$ cat src/rtl/mem_stage_access_unit.sv
// Memory-access stage: turns registered EX/MEM memory controls into a req/ack data-memory
// transaction, handling byte/half/word lanes, load extension, misalignment and ack timeout.
module mem_stage_access_unit #(
    parameter int TIMEOUT = 16
) (
    input  logic        Clk,
    input  logic        Reset,
    input  logic        cMemRead,
    input  logic [1:0]  cMemWrite,
    input  logic [1:0]  cSEMux,
    input  logic [31:0] ALUResult,
    input  logic [31:0] ReadReg2,
    output logic        oMemReq,
    output logic        oMemWe,
    output logic [31:0] oMemAddr,
    output logic [31:0] oMemWData,
    output logic [3:0]  oMemByteEn,
    input  logic        iMemAck,
    input  logic [31:0] iMemRData,
    output logic [31:0] oLoadData,
    output logic        oLoadValid,
    output logic        oStall,
    output logic        oAddrError,
    output logic        oBusError,
    output logic [1:0]  dbgState
);

    // Memory handshake: oMemReq rises with all request fields stable and stays high until the
    // single-cycle iMemAck (or the timeout); iMemAck outside an outstanding request is ignored.

    typedef enum logic [1:0] {
        IDLE = 2'd0,
        BUSY = 2'd1,
        DONE = 2'd2
    } state_t;

    typedef enum logic [1:0] {
        SZ_WORD = 2'd0,
        SZ_HALF = 2'd1,
        SZ_BYTE = 2'd2
    } size_t;

    localparam int CW = (TIMEOUT > 1) ? $clog2(TIMEOUT) : 1;

    state_t        state, nextState;
    size_t         accSize;
    logic [CW-1:0] timeoutCnt;
    logic          op, isStore, aligned, lastBusyCycle;
    logic [3:0]    reqByteEn;
    logic [31:0]   reqWData;
    logic [1:0]    formQ, offQ;
    logic [7:0]    laneByte;
    logic [15:0]   laneHalf;
    logic [31:0]   extLoad;

    // Decode of the incoming op; a store wins over a simultaneous read.
    always_comb begin
        op      = cMemRead | (cMemWrite != 2'b00);
        isStore = (cMemWrite != 2'b00);
        if (isStore) begin
            case (cMemWrite)
                2'b01:   accSize = SZ_WORD;
                2'b10:   accSize = SZ_HALF;
                default: accSize = SZ_BYTE;
            endcase
        end else begin
            case (cSEMux)
                2'b00:   accSize = SZ_WORD;
                2'b01:   accSize = SZ_HALF;
                default: accSize = SZ_BYTE;
            endcase
        end
        case (accSize)
            SZ_WORD: begin
                aligned   = (ALUResult[1:0] == 2'b00);
                reqByteEn = 4'b1111;
                reqWData  = ReadReg2;
            end
            SZ_HALF: begin
                aligned   = ~ALUResult[0];
                reqByteEn = ALUResult[1] ? 4'b1100 : 4'b0011;
                reqWData  = {2{ReadReg2[15:0]}};
            end
            default: begin
                aligned   = 1'b1;
                reqByteEn = 4'b0001 << ALUResult[1:0];
                reqWData  = {4{ReadReg2[7:0]}};
            end
        endcase
    end

    // Lane extraction uses the offset and form latched when the request was issued.
    always_comb begin
        laneByte = iMemRData[{offQ, 3'b000} +: 8];
        laneHalf = offQ[1] ? iMemRData[31:16] : iMemRData[15:0];
        case (formQ)
            2'b00:   extLoad = iMemRData;
            2'b01:   extLoad = {{16{laneHalf[15]}}, laneHalf};
            2'b10:   extLoad = {{24{laneByte[7]}}, laneByte};
            default: extLoad = {24'd0, laneByte};
        endcase
    end

    assign lastBusyCycle = (timeoutCnt == CW'(TIMEOUT - 1));

    always_ff @(posedge Clk or posedge Reset) begin
        if (Reset) state <= IDLE;
        else       state <= nextState;
    end

    always_comb begin
        nextState = state;
        case (state)
            IDLE:    if (op) nextState = aligned ? BUSY : DONE;
            BUSY:    if (iMemAck || lastBusyCycle) nextState = DONE;
            DONE:    nextState = IDLE;
            default: nextState = IDLE;
        endcase
    end

    always_comb begin
        oStall   = ~Reset & (((state == IDLE) & op) | (state == BUSY));
        dbgState = state;
    end

    always_ff @(posedge Clk or posedge Reset) begin
        if (Reset) begin
            oMemReq    <= 1'b0;
            oMemWe     <= 1'b0;
            oMemAddr   <= 32'd0;
            oMemWData  <= 32'd0;
            oMemByteEn <= 4'd0;
            oLoadData  <= 32'd0;
            oLoadValid <= 1'b0;
            oAddrError <= 1'b0;
            oBusError  <= 1'b0;
            timeoutCnt <= '0;
            formQ      <= 2'd0;
            offQ       <= 2'd0;
        end else begin
            case (state)
                IDLE: begin
                    timeoutCnt <= '0;
                    if (op && aligned) begin
                        oMemReq    <= 1'b1;
                        oMemWe     <= isStore;
                        oMemAddr   <= {ALUResult[31:2], 2'b00};
                        oMemWData  <= isStore ? reqWData : 32'd0;
                        oMemByteEn <= isStore ? reqByteEn : 4'b1111;
                        formQ      <= cSEMux;
                        offQ       <= ALUResult[1:0];
                    end else if (op) begin
                        oAddrError <= 1'b1;
                    end
                end
                BUSY: begin
                    if (iMemAck) begin
                        oMemReq <= 1'b0;
                        if (!oMemWe) begin
                            oLoadData  <= extLoad;
                            oLoadValid <= 1'b1;
                        end
                    end else if (lastBusyCycle) begin
                        oMemReq   <= 1'b0;
                        oBusError <= 1'b1;
                        oLoadData <= 32'd0;
                    end else begin
                        timeoutCnt <= timeoutCnt + CW'(1);
                    end
                end
                default: begin
                    oLoadValid <= 1'b0;
                    oAddrError <= 1'b0;
                    oBusError  <= 1'b0;
                    timeoutCnt <= '0;
                end
            endcase
        end
    end

endmodule

$ cat config.mk
export PLATFORM = sky130hd
export DESIGN_NAME = mem_stage_access_unit
export DESIGN_NICKNAME = d
export VERILOG_FILES = /design/src/rtl/mem_stage_access_unit.sv
export SDC_FILE = /design/constraint.sdc
export NUM_CORES = 1
export LEC_CHECK = 0
export CAP_MARGIN = 20
export CORE_ASPECT_RATIO = 0.7
export CORE_MARGIN = 2
export CORE_UTILIZATION = 30
export DETAILED_ROUTE_END_ITERATION = 16
export PLACE_DENSITY = 0.62
export REMOVE_ABC_BUFFERS = 1
export SLEW_MARGIN = 20
export SYNTH_ARGS = -nofsm -noshare
export SYNTH_HDL_FRONTEND = slang
export SYNTH_SLANG_ARGS = --single-unit
$ cat constraint.sdc
create_clock -name Clk -period 3.35 [get_ports Clk]
set_input_delay 0.335 -clock Clk [delete_from_list [all_inputs] [get_ports Clk]]
set_output_delay 0.335 -clock Clk [all_outputs]
set_load 0.05 [all_outputs]
==> out/metrics.cfg, run 1 <==
[critical_path]
cp.arrival_ns = 2.47
crit_required_ns = 3.01
worstSetupPathType = input pin to primary output
slowest_stage = clkdlybuf4s50_1
path_cells = clkdlybuf4s50_1 > inv_1 > ha_1 > nor2b_1 > a211oi_1 > clkdlybuf4s50_1
path_delay_family = buffers and inverters
max_stage_delay_ns = 0.86
startpoint_type = input pin
crit_path_end_kind = primary output
path_buf_inv = 3
crit_top_cell = clkdlybuf4s50_1
worstPathMaxFanout = 8

[outcome]
status = finished, final reports clean

[pwr]
power.density_nw_per_um2 = 1110
leakage_uw = 0.00369
clock_power_share = 0.214
vdd_drop_max_mv = 0.554
intPower_uw = 4990
power_switching_share = 0.465
power.switching_uw = 4340
seq_power_share = 0.255
finalPower_uw = 9330
comb_power_share = 0.531

[clock_tree]
clockRootBuffer = clkbuf_16
clock_latency_ns = 0.41
cts_sinks = 113
path_clk_slew_ns = 0.05
cts_resized = 0
clock_path_buffers = 2
cts_hold_buf = 0
cts_tree = done
cts-buffers-inserted = 17
cts_max_level = 4
cts_setup_buffers = 0

[floorplan]
die-area_um2 = 19300
die_y_um = 117
num_rows = 41
start_util = 0.304
io_pins = 212
core_um2 = 17900
die_w_um = 165

[timing]
post-route-min-period_ns = 2.81
rsz0062_at_grt = no
hold_violations = 0
fmax_mhz = 356
maxSlewHeadroom = 0.400
worst_clock_skew_ns = 0.00971
setup_viol = 0
max_slew.worst_pin.slew_ns = 0.899
post-route-period-util = 0.838
final_max_slew_viol_count = 0
final.setup.tns_ns = 0

[global_routing]
grt_use_total = 0.183
grt_first_pass_wirelength_um = 26800
grt_max_degree = 52
antenna_found_initial = 1
grt_pass1_vias = 4774
overflow = 0

[job]
drv_cap = 0

[yosys]
ys_types = 51
synthMuxAreaShare = 0.0517
synth_compound_area_frac = 0.183
yosysSeqAreaShare = 0.519
ys_ff_latch = 113
synthAdderAreaFrac = 0.00919
yosys.area_share.simple = 0.188
synthArstFlopShare = 1.00
synthCells = 589
syn_area_per_cell_um2 = 9.25
syn_area_um2 = 5450
ys.flop_type = dfrtp_1
synth_xor_area_frac = 0.00322
synth_top_family_by_area = simple AND/OR/NAND/NOR gates
yosys_warnings = 0
synth-edff-count = 0

[cells_and_area]
fill_cells = 1683
layout_common_cells = clkdlybuf4s50_1, nand2_1, dfrtp_1, o21ai_0, a21oi_1
area_delta_synth_final_pct = 54.7
fin_nets = 900
final_util = 0.471
drive_gt1_frac = 0.0833
final_common_cell = clkdlybuf4s50_1

[min_path]
hold_path.class = input pin to async pin

[routing]
drt_iter0_drc = 304
firstDrtPassIters = 5
routed_wl_um = 17400
drc = 0
post_drt_wl_per_cell_um = 16.7
ant_nets = 0
vias = 5042
via_per_inst = 4.84

[placed_design]
gp_congestion = 0.764
io_buffer_count = 209
hpwlAfterDp_um = 12500

-- power groups by stage --
stage	sequential (uW)	combinational (uW)	clock [uW]
after floorplan	4300	1230	0
after global placement	2400	4930	0
after detailed placement	2400	4980	0
after CTS	2390	4990	2040
after global routing	2470	5290	2100
final	2380	4950	2000
-- flip-flops by register name, indices dropped and copies added, names as in the netlist --
signal      cells
timeoutCnt      4
oLoadValid      1
oMemAddr       30
oMemReq         1
dbgState        2
oMemWData      32
oMemByteEn      4
oMemWe          1
oAddrError      1
formQ           2
offQ            2
oBusError       1
oLoadData      32
-- worst paths after layout --
kind / from / endpoint / slack (ns) / depth (start not counted)
max reg2reg: dbgState[1]$_DFFE_PP0P_ / oLoadData[13]$_DFFE_PP0P_ / 1.17 / 6
min in group Clk: ALUResult[18] / oMemAddr[18]$_DFFE_PP0P_ / 0.45 / 3
min: Reset / oMemReq$_DFFE_PP0P_ / 0.38 / 2
min reg2reg: oMemAddr[19]$_DFFE_PP0P_ / oMemAddr[19]$_DFFE_PP0P_ / 0.47 / 2
max in group asynchronous: Reset / oMemWData[19]$_DFFE_PP0P_ / 2.18 / 3
max: cMemWrite[0] / oStall / 0.54 / 6
-- cells in the mapped netlist, drive strengths merged, types with 2 or more instances --
| cell | n | area (um^2) |
|---|---|---|
| nand2 | 188 | 706 |
| dfrtp | 113 | 2830 |
| o21ai | 69 | 349 |
| a21oi | 41 | 209 |
| buf | 25 | 151 |
| a22oi | 18 | 135 |
| clkbuf | 16 | 60.1 |
| nor2 | 14 | 52.6 |
| nor2b | 10 | 62.6 |
| inv | 9 | 33.8 |
| mux2i | 9 | 90.1 |
| a2bb2oi | 8 | 76.3 |
| mux4 | 8 | 180 |
| or3 | 8 | 50.1 |
| a32o | 7 | 70.1 |
| nand2b | 5 | 41.3 |
| ha | 4 | 50.1 |
| nand3 | 4 | 20.0 |
| nor3b | 4 | 30.0 |
| o32a | 4 | 40.0 |
| and3 | 2 | 17.5 |
| nor3 | 2 | 15.0 |
| o211ai | 2 | 15.0 |
| o21a | 2 | 15.0 |
| o21bai | 2 | 15.0 |
-- cell families after synthesis --
group / Yosys count
AND/OR/NAND/NOR: 241
multiplexers: 18
flip-flops: 113
AO/OA/AOI/OAI: 160
buffers and inverters: 50
XOR/XNOR: 2
adder cells (fa/ha/maj): 4
other: 1
-- per-layer routing --
layer / vias up / part of all wire / wire (um) / track usage
li1: 2436 / - / - / -
met1: 2397 / 0.48 / 8420 / 0.265
met2: 193 / 0.42 / 7310 / 0.259
met3: 16 / 0.088 / 1530 / 0.0604
met4: 0 / 0.0082 / 142 / 0.0533
met5: - / 0 / 0 / 0
-- cell type report --
class / count / area, um^2 / share of cell area
flip-flops and latches: 113 / 2830 / 0.336
multi-input cells: 427 / 2400 / 0.284
repair buffers: 224 / 2220 / 0.263
clock buffers: 21 / 470 / 0.0558
well taps: 236 / 295 / 0.0350
clock inverters: 10 / 181 / 0.0215
inverters: 9 / 36.3 / 0.00431
diodes: 1 / 2.50 / 0.000297
-- metrics by stage --
step                      cell area, um^2  worst slack, ns  hold slack [ns]  std cells
after floorplan                      5240           0.0276            0.440        549
after global placement               7770            0.482            0.458       1009
after detailed placement             7770            0.471            0.462       1009
after CTS                            8430            0.543            0.385       1040
after global routing                 8430            0.456            0.416       1040
final                                8430            0.543            0.382       1041
No activity file was read; power rests on OpenSTA's default activity.
==> inputs of run 2 (changes only) <==
- clock period: 3.35 -> 2.5 ns (I/O delays scaled with it)
==> run 2 against run 1 <==
  * Count of clock-buffer cells in the layout decreased by 2
  * Via count increased by 1.5%
  * Largest power group unchanged
  * Sequential share of layout area decreased by 0.32 points
  * Register-to-register slack got worse by 0.65 ns
  * Critical endpoint unchanged
  * Total power increased by 33%
  * Wire length increased by 2.0%
==> out/metrics.cfg, run 2 (synthesized netlist as in run 1, its figures left out) <==
[clock_tree]
cts_max_level = 4  ; unchanged
cts_tree = done  ; unchanged
cts_resized = 0  ; unchanged
clock_path_buffers = 2  ; unchanged
clockRootBuffer = clkbuf_16  ; unchanged
cts_hold_buf = 0  ; unchanged
cts_sinks = 113  ; unchanged
clock_latency_ns = 0.42  ; was 0.41 ns
cts_setup_buffers = 0  ; unchanged
cts-buffers-inserted = 17  ; unchanged
path_clk_slew_ns = 0.05  ; about the same

[cells_and_area]
fill_cells = 1729  ; was 1683
fin_cells = 1055  ; was 1041
antenna_cells = 0  ; was 1
final_util = 0.475  ; was 0.471
area_delta_synth_final_pct = 56.2  ; was 54.7%
reg.largest.list = oLoadData (32), oMemWData (32), oMemAddr (30)  ; unchanged
fin_nets = 915  ; was 900
layout_common_cells = clkdlybuf4s50_1, nand2_1, dfrtp_1, o21ai_0, a21oi_1  ; unchanged
drive_gt1_frac = 0.100  ; was 0.0833
final_common_cell = clkdlybuf4s50_1  ; unchanged

[critical_path]
startpoint_type = input pin  ; unchanged
crit_required_ns = 2.25  ; was 3.01 ns
cp.arrival_ns = 1.99  ; was 2.47 ns
worstPathMaxFanout = 8  ; unchanged
worstSetupPathType = input pin to primary output  ; unchanged
crit_path_end_kind = primary output  ; unchanged

[floorplan]
die-area_um2 = 19300  ; unchanged
die_y_um = 117  ; unchanged
num_rows = 41  ; unchanged
io_pins = 212  ; unchanged
start_util = 0.304  ; unchanged
die_w_um = 165  ; unchanged
core_um2 = 17900  ; unchanged

[routing]
drc = 0  ; unchanged
routed_wl_um = 17700  ; was 17400 um
drt_iter0_drc = 368  ; was 304
ant_nets = 0  ; unchanged
via_per_inst = 4.85  ; was 4.84
post_drt_wl_per_cell_um = 16.8  ; was 16.7 um
firstDrtPassIters = 4  ; was 5
vias = 5120  ; was 5042

[timing]
holdWs_ns = 0.244  ; was 0.382 ns
hold_violations = 0  ; unchanged
worst_clock_skew_ns = 0.0144  ; was 0.00971 ns
rsz0062_at_grt = no  ; unchanged
final.setup.tns_ns = 0  ; unchanged
final_max_slew_viol_count = 0  ; unchanged
setup_viol = 0  ; unchanged
post-route-min-period_ns = 2.24
maxSlewHeadroom = 0.373  ; was 0.400
post-route-period-util = 0.896
fmax_mhz = 446
max_slew.worst_pin.slew_ns = 0.940  ; was 0.899 ns

[placed_design]
hpwlAfterDp_um = 12900  ; was 12500 um
gp_congestion = 0.821  ; was 0.764
place_inst = 1024  ; was 1009
io_buffer_count = 209  ; unchanged

[pwr]
power.density_nw_per_um2 = 1460  ; was 1110 nW/um^2
leakage_uw = 0.00374  ; was 0.00369 uW
vdd_drop_max_mv = 0.741  ; was 0.554 mV

[global_routing]
grt_use_total = 0.186  ; was 0.183
grt_pass1_vias = 4828  ; was 4774
grt_first_pass_wirelength_um = 27400  ; was 26800 um
grt_max_degree = 40  ; was 52
overflow = 0  ; unchanged
antenna_found_initial = 0  ; was 1

[job]
drv_cap = 0  ; unchanged

[outcome]
status = finished, final reports clean  ; unchanged

[min_path]
hold_path.class = input pin to async pin  ; unchanged

-- run 2: cell count changes in the layout (fill, tap and decap cells not counted), sizes merged --
cell and change:
buf +16, bufinv -2, clkbuf -2, clkdlybuf4s50 -1
clkinv +2, clkinvlp +2, diode -1
-- run 2: final timing paths --
kind | from | to | slack [ns] | cells past startpoint
worst min register to register | oMemAddr[30]$_DFFE_PP0P_ | oMemAddr[30]$_DFFE_PP0P_ | 0.47 | 2
min in group Clk | ALUResult[8] | oMemAddr[8]$_DFFE_PP0P_ | 0.36 | 3
max in group asynchronous | Reset | oLoadData[14]$_DFFE_PP0P_ | 1.57 | 3
worst max-delay path | cMemWrite[0] | oStall | 0.26 | 7
worst min-delay path | Reset | dbgState[1]$_DFFE_PP0P_ | 0.24 | 2
worst max register to register | dbgState[1]$_DFFE_PP0P_ | oLoadData[14]$_DFFE_PP0P_ | 0.52 | 5
-- run 2: critical path, cell delays in order --
cell	delay, ns
clkdlybuf4s50_1	0.47
inv_1	0.08
ha_1	0.28
nor2b_1	0.19
buf_4	0.14
a211oi_1	0.37
buf_12	0.19
-- run 2: layer usage --
| layer | vias up | GRT usage | share of wire |
|---|---|---|---|
| met5 | - | 0 | 0 |
| met4 | 0 | 0.0423 | 0.0082 |
| met3 | 13 | 0.0682 | 0.087 |
| met2 | 190 | 0.251 | 0.41 |
| met1 | 2445 | 0.279 | 0.50 |
| li1 | 2472 | - | - |
-- run 2: cell type report --
cell class,count,area [um^2],area share
flip-flops and latches,113,2830,0.332
multi-input cells,427,2400,0.282
repair buffers,239,2380,0.279
clock buffers,19,433,0.0509
well taps,236,295,0.0347
clock inverters,12,143,0.0168
inverters,9,36.3,0.00426
-- run 2: through the flow --
step / worst slack (ns) / area, um^2 / power, uW
2_1_floorplan: -0.737 / 5240 / 7410
3_3_place_gp: -0.0432 / 7930 / 10000
3_5_place_dp: -0.0816 / 7930 / 10100
4_1_cts: 0.235 / 8510 / 12500
5_1_grt: 0.116 / 8510 / 13100
6_report: 0.260 / 8510 / 12400
-- run 2: power breakdown --
group / internal, uW / switching, uW
registers: 2630 / 496
logic: 2350 / 4530
clock network: 1550 / 851
